**config.mk**
```make
export PLATFORM = sky130hd
export DESIGN_NAME = nrzi_rx_deser
export DESIGN_NICKNAME = d
export VERILOG_FILES = /design/src/rtl/nrzi_pkg.sv /design/src/rtl/nrzi_bit_dec.sv /design/src/rtl/nrzi_rx_deser.sv
export SDC_FILE = /design/constraint.sdc
export NUM_CORES = 1
export LEC_CHECK = 0
export ABC_CLOCK_PERIOD_IN_PS = 5100
export CORE_ASPECT_RATIO = 1.5
export CORE_MARGIN = 5
export CORE_UTILIZATION = 45
export DETAILED_ROUTE_END_ITERATION = 16
export PLACE_DENSITY = 0.69
export SETUP_SLACK_MARGIN = 0.2
export SLEW_MARGIN = 10
export SYNTH_ARGS = -nofsm -noshare
export SYNTH_HDL_FRONTEND = slang
export SYNTH_HIERARCHICAL = 1
export SYNTH_SLANG_ARGS = --single-unit
```
**constraint.sdc**
```tcl
create_clock -name clk -period 5.1 [get_ports clk]
set_input_delay 1.02 -clock clk [delete_from_list [all_inputs] [get_ports clk]]
set_output_delay 1.02 -clock clk [all_outputs]
set_load 0.05 [all_outputs]
```
**src/rtl/nrzi_pkg.sv**
```systemverilog
// nrzi_pkg: shared types and constants for the NRZI receive path.
//   nrzi_state_t   : receiver FSM state (HUNT = searching for sync,
//                    DATA = deserialising frame bytes)
//   NRZI_STUFF_RUN : run of decoded 1s after which a stuffed 0 follows
//   NRZI_IDLE_LVL  : idle line level, also the reset value of the
//                    previous-sample register in the bit decoder
package nrzi_pkg;

  typedef enum logic [0:0] {
    HUNT = 1'b0,
    DATA = 1'b1
  } nrzi_state_t;

  localparam int unsigned NRZI_STUFF_RUN = 6;
  localparam logic        NRZI_IDLE_LVL  = 1'b0;

endpackage

```
**src/rtl/nrzi_bit_dec.sv**
```systemverilog
// nrzi_bit_dec: NRZI (toggle) bit decoder. A decoded 1 is a change of
// line level between consecutive strobed samples, a 0 is no change.
// Ports:
//   clk       : clock, rising edge
//   rst       : synchronous active-high reset (previous level -> idle)
//   i_din     : line level, already synchronised to clk
//   i_bit_en  : sample strobe; i_din is only looked at when high
//   o_bit     : decoded bit, meaningful while o_bit_vld is high
//   o_bit_vld : decoded bit valid (same cycle as i_bit_en)
module nrzi_bit_dec
  import nrzi_pkg::*;
(
  input  logic clk,
  input  logic rst,
  input  logic i_din,
  input  logic i_bit_en,
  output logic o_bit,
  output logic o_bit_vld
);

  logic r_prev_lvl;

  always_ff @(posedge clk) begin
    if (rst) begin
      r_prev_lvl <= NRZI_IDLE_LVL;
    end else if (i_bit_en) begin
      r_prev_lvl <= i_din;
    end
  end

  assign o_bit     = i_din ^ r_prev_lvl;
  assign o_bit_vld = i_bit_en;

endmodule

```
**src/rtl/nrzi_rx_deser.sv**
```systemverilog
// nrzi_rx_deser: NRZI serial receiver. Decodes the strobed line, hunts
// for SYNC_PAT on a sliding window, then deserialises FRAME_LEN bytes
// (LSB first) and hands them out over a valid/ready register.
// Parameters:
//   SYNC_PAT   : sync byte, matched on decoded bits, LSB first
//   FRAME_LEN  : data bytes per frame (1..255)
// Ports:
//   clk        : clock, rising edge
//   rst        : synchronous active-high reset
//   din        : NRZI line level
//   bit_en     : one-cycle sample strobe
//   data       : received byte, LSB = first bit received
//   valid      : data holds an unconsumed byte
//   ready      : consumer accepts data when valid && ready
//   frame_done : one-cycle pulse with the last byte of a frame
//   overrun    : sticky, a byte was dropped while valid was pending
//   busy       : FSM is not in HUNT
// Build option:
//   NRZI_STUFF_EN : when defined, destuff in DATA state (a 0 following
//                   six decoded 1s is dropped; a 1 there aborts the frame)
module nrzi_rx_deser
  import nrzi_pkg::*;
#(
  parameter logic [7:0]  SYNC_PAT  = 8'h7E,
  parameter int unsigned FRAME_LEN = 4
)
(
  input  logic       clk,
  input  logic       rst,
  input  logic       din,
  input  logic       bit_en,
  output logic [7:0] data,
  output logic       valid,
  input  logic       ready,
  output logic       frame_done,
  output logic       overrun,
  output logic       busy
);

  nrzi_state_t r_state;
  logic [7:0]  r_shift;
  logic [2:0]  r_bit_cnt;
  logic [7:0]  r_byte_cnt;
  logic [7:0]  r_data;
  logic        r_valid;
  logic        r_frame_done;
  logic        r_overrun;

  logic       w_dec_bit;
  logic       w_bit_vld;
  logic [7:0] w_shift_in;
  logic       w_stuff_skip;
  logic       w_stuff_err;
  logic       w_data_bit;
  logic       w_byte_done;
  logic       w_last_byte;
  logic       w_load;

  nrzi_bit_dec u_bit_dec (
    .clk       (clk),
    .rst       (rst),
    .i_din     (din),
    .i_bit_en  (bit_en),
    .o_bit     (w_dec_bit),
    .o_bit_vld (w_bit_vld)
  );

  // Shifting in at the MSB leaves the first received bit at the LSB once
  // eight bits have gone in; the same path serves sync hunt and assembly.
  assign w_shift_in = {w_dec_bit, r_shift[7:1]};

`ifdef NRZI_STUFF_EN
  logic [2:0] r_ones;

  // Held at zero throughout HUNT, so it is zero on entry to DATA.
  always_ff @(posedge clk) begin
    if (rst) begin
      r_ones <= '0;
    end else if (w_bit_vld) begin
      if (r_state == HUNT || w_stuff_skip || w_stuff_err || !w_dec_bit) begin
        r_ones <= '0;
      end else begin
        r_ones <= r_ones + 3'd1;
      end
    end
  end

  assign w_stuff_skip = w_bit_vld && (r_state == DATA) &&
                        (r_ones == 3'(NRZI_STUFF_RUN)) && !w_dec_bit;
  assign w_stuff_err  = w_bit_vld && (r_state == DATA) &&
                        (r_ones == 3'(NRZI_STUFF_RUN)) && w_dec_bit;
`else
  assign w_stuff_skip = 1'b0;
  assign w_stuff_err  = 1'b0;
`endif

  assign w_data_bit  = w_bit_vld && (r_state == DATA) && !w_stuff_skip && !w_stuff_err;
  assign w_byte_done = w_data_bit && (r_bit_cnt == 3'd7);
  assign w_last_byte = w_byte_done && (r_byte_cnt == 8'(FRAME_LEN - 1));

  always_ff @(posedge clk) begin
    if (rst) begin
      r_state      <= HUNT;
      r_shift      <= '0;
      r_bit_cnt    <= '0;
      r_byte_cnt   <= '0;
      r_frame_done <= 1'b0;
    end else begin
      r_frame_done <= 1'b0;
      if (w_bit_vld) begin
        case (r_state)
          HUNT: begin
            r_shift <= w_shift_in;
            if (w_shift_in == SYNC_PAT) begin
              r_state    <= DATA;
              r_bit_cnt  <= '0;
              r_byte_cnt <= '0;
            end
          end
          DATA: begin
            if (w_stuff_err) begin
              r_state <= HUNT;
              r_shift <= '0;
            end else if (w_data_bit) begin
              r_shift   <= w_shift_in;
              r_bit_cnt <= r_bit_cnt + 3'd1;
              if (w_byte_done) begin
                r_byte_cnt <= r_byte_cnt + 8'd1;
                if (w_last_byte) begin
                  r_frame_done <= 1'b1;
                  r_state      <= HUNT;
                  r_shift      <= '0;
                end
              end
            end
          end
          default: r_state <= HUNT;
        endcase
      end
    end
  end

  // A completed byte may load into a slot being emptied in the same cycle.
  assign w_load = w_byte_done && (!r_valid || ready);

  always_ff @(posedge clk) begin
    if (rst) begin
      r_data    <= '0;
      r_valid   <= 1'b0;
      r_overrun <= 1'b0;
    end else if (w_load) begin
      r_data  <= w_shift_in;
      r_valid <= 1'b1;
    end else begin
      if (w_byte_done) begin
        r_overrun <= 1'b1;
      end
      if (r_valid && ready) begin
        r_valid <= 1'b0;
      end
    end
  end

  assign data       = r_data;
  assign valid      = r_valid;
  assign frame_done = r_frame_done;
  assign overrun    = r_overrun;
  assign busy       = (r_state != HUNT);

endmodule
```
==> results.sh <==
export IMPL_clock_root_buffer="clkbuf_8"
export IMPL_max_slew_margin_rel_pct=51.64
export IMPL_start_kind="flop"
export IMPL_rsz0062_at_grt="false"
export IMPL_cp_data_arrival_time_ns=1.73
export IMPL_clkLatencyLatePin_ns=0.28
export IMPL_die_area_um2=4030
export IMPL_tritoncts="done"
export IMPL_ir_drop_v=0.0001583
export IMPL_final_area_um2=1531
export IMPL_fin_tns_setup_ns=0
export IMPL_initial_core_util_pct=47.27
export IMPL_clk_pin_slew_ns=0.06
export IMPL_clock_sinks=31
export IMPL_synth_area_um2=1279
export IMPL_grt_pass1_wl_mm=4.402
export IMPL_grt_usage_pct=15.10
export IMPL_met2_length_mm=1.347
export IMPL_finalWirelength_mm=2.556
export IMPL_final_period_utilization_pct=53.91
export IMPL_worst_endpoint_required_ns=4.08
export IMPL_fin_crit_ns=2.750
export IMPL_r2r_end="r_shift[3]"
export IMPL_cp_depth=1
export IMPL_ys_top_cells_by_count="31 x dfxtp_1, 21 x nor2_1, 9 x mux2i_1, 7 x a22o_1, 7 x nand3_1"
export IMPL_core_um2=2705
export IMPL_wl_per_cell_um=14.04
export IMPL_critPathBufInv=1
export IMPL_diodes=0
export IMPL_critPathKind="flop to primary output"
export IMPL_place_gp_congestion=0.7865
export IMPL_cts_max_level=2
export IMPL_synth_seq_area_share_pct=48.53
export IMPL_finalSetupViolations=0
export IMPL_numPortBuffers=16
export IMPL_post_synth_top_count_cell="dfxtp_1"
export IMPL_ant_nets=0
export IMPL_met1_length_mm=1.071
export IMPL_critical_path_cell_chain="clkdlybuf4s50_1"
export IMPL_worst_slew_pin_slew_ns=0.7232
export IMPL_reg2reg_depth=6
export IMPL_fill_cells=256
export IMPL_drt_first_pass_iters=4
export IMPL_slowest_stage="clkdlybuf4s50_1"
export IMPL_gr_total_overflow=0
export IMPL_powerDensity_nw_per_um2=306.5
export IMPL_synth_ff_type="dfxtp_1"
export IMPL_crit_path_max_incr_delay_ns=0.88
export IMPL_synth_area_leaders="dfxtp_1 49%, mux2i_1 7.0%, nor2_1 6.2%"
export IMPL_clockBufferDepth=2
export IMPL_synth_cells=129
export IMPL_numCtsBuffers=5
export IMPL_fin_total_pwr_mw=0.4693
export IMPL_maxUsedRoutingLayer="met4"
export IMPL_fin_ws_ns=2.350
export IMPL_finalMaxSlewViolations=0
export IMPL_dpl_instance_area_um2=1431
export IMPL_viasPerCell=5.418
export IMPL_crit_start="busy"
export IMPL_r2r_slack_ns=3.21
export IMPL_drv_cap=0
export IMPL_syn_nets=137
export IMPL_die_height_um=75.29
export IMPL_first_iter_violations=37
export IMPL_ys_ff_latch=31
export IMPL_skew_ns=0.003078
export IMPL_die_w_um=53.53
export IMPL_met3_length_um=94
export IMPL_synth_top_area_share_pct=48.53
export IMPL_synthDistinctLibCells=33
export IMPL_status="finished clean"
export IMPL_synth_edf_count=0
export IMPL_ys_async_sr_fraction_pct=0
export IMPL_grt_pass1_vias=1000
export IMPL_drive_gt1_share_pct=10.34
export IMPL_path_max_fanout=10
export IMPL_rows=23
export IMPL_multi_input_area_um2=593.1
export IMPL_grt_max_degree=21
export IMPL_cts_resized=0
export IMPL_synth_avg_cell_area_um2=9.913
export IMPL_crit_end="busy"
export IMPL_postCtsHoldBufs=0
export IMPL_crit_family="buffers and inverters"
export IMPL_hp_class="flop to flop"
export IMPL_final_hold_violation_count=0
export IMPL_max_freq_mhz=363.7
export IMPL_synth_top_area_cell="dfxtp_1"
export IMPL_dp_slack_ns=2.173
export IMPL_ios=17
export IMPL_hold_ws_ns=0.4697
export IMPL_seq_area_um2=620.6
export IMPL_nNetsFinal=152
export IMPL_vias=986
export IMPL_r2r_start="r_bit_cnt[0]"
export IMPL_drc_errors=0
export IMPL_yosysWarnings=6
export IMPL_antenna_found_initial=0
export IMPL_synthToLayoutAreaGrowth_pct=19.77
export IMPL_dp_hpwl_mm=1.828
export IMPL_cellLeakagePower_nw=0.5408
export IMPL_end_kind="primary output"
export IMPL_post_cts_buffers=0
## kinds of logic (layout without fill, tap and decap cells)
kind of cell	after synthesis	in the layout	synth area share, %
multiplexers	9	9	7.045
XOR/XNOR	8	8	5.479
AND/OR/NAND/NOR	51	51	20.45
adder cells (fa/ha/maj)	3	3	2.936
AO/OA/AOI/OAI	16	16	10.47
flip-flops	31	31	48.53
buffers and inverters	11	27	5.088
## placed cells by master (no fill, tap or decap), drive strengths merged
| cell type | netlist | routed |
|---|---|---|
| a21boi | 1 | 1 |
| a21oi | 5 | 5 |
| a22o | 7 | 7 |
| a41oi | 1 | 1 |
| and2 | 1 | 1 |
| and3 | 1 | 1 |
| clkbuf | 2 | 8 |
| clkdlybuf4s50 | 0 | 16 |
| dfxtp | 31 | 31 |
| ha | 3 | 3 |
| inv | 3 | 3 |
| mux2i | 9 | 9 |
| nand2 | 6 | 6 |
| nand3 | 8 | 8 |
| nand3b | 1 | 1 |
| nand4 | 4 | 4 |
| nand4b | 1 | 1 |
| nor2 | 22 | 22 |
| nor2b | 1 | 1 |
| nor3 | 2 | 2 |
| nor4 | 2 | 2 |
| o21bai | 1 | 1 |
| o31ai | 1 | 1 |
| or2 | 1 | 1 |
| or4 | 1 | 1 |
| xnor2 | 4 | 4 |
| xor2 | 4 | 4 |
## registers in the layout, summed over array words and instances (netlist names)
name / flops
busy: 1
data: 8
frame_done: 1
overrun: 1
r_bit_cnt: 3
r_byte_cnt: 8
r_shift: 7
u_bit_dec/r_prev_lvl: 1
valid: 1
## through the flow
stage / utilization, % / cells
after floorplan: - / 129
after global placement: 52.91 / 174
after detailed placement: 52.91 / 174
after CTS: 56.61 / 182
after global routing: 56.61 / 182
final: 56.61 / 182
## worst min path at each step
stage	startpoint	to	slack (ns)	cells past startpoint
final	overrun	overrun	0.47	2
after detailed placement	overrun	overrun	0.46	2
after global routing	r_bit_cnt[1]	r_bit_cnt[1]	0.49	2
after floorplan	r_bit_cnt[1]	r_bit_cnt[1]	0.45	2
after global placement	r_bit_cnt[1]	r_bit_cnt[1]	0.45	2
after CTS	overrun	overrun	0.48	2
## cell type report
type | count | share of cell area [%]
sequential | 31 | 40.52
multi-input combinational | 87 | 38.73
timing repair buffer | 16 | 10.46
clock buffer | 8 | 6.536
tap | 37 | 3.023
inverter | 3 | 0.7353
## metal layers
| metal | track usage [%] | vias to the layer above |
|---|---|---|
| li1 | - | 476 |
| met1 | 16.56 | 488 |
| met2 | 24.97 | 16 |
| met3 | 5.347 | 6 |
| met4 | 8.239 | 0 |
| met5 | 0 | - |
## worst reg2reg max path, stage by stage, from the launching register on
cell and delay, ns:
dfxtp_1 0.36, ha_1 0.17, ha_1 0.21, and3_1 0.33, a41oi_1 0.19, and2_1 0.30, a22o_1 0.21
## power by group
part	internal, mW	total, mW	switching (mW)
combinational	0.00592	0.0141	0.00815
clock	0.123	0.210	0.0869
sequential	0.244	0.245	0.00161
total	0.373	0.469	0.0967
Note: power is estimated with default switching activity, not from simulation.
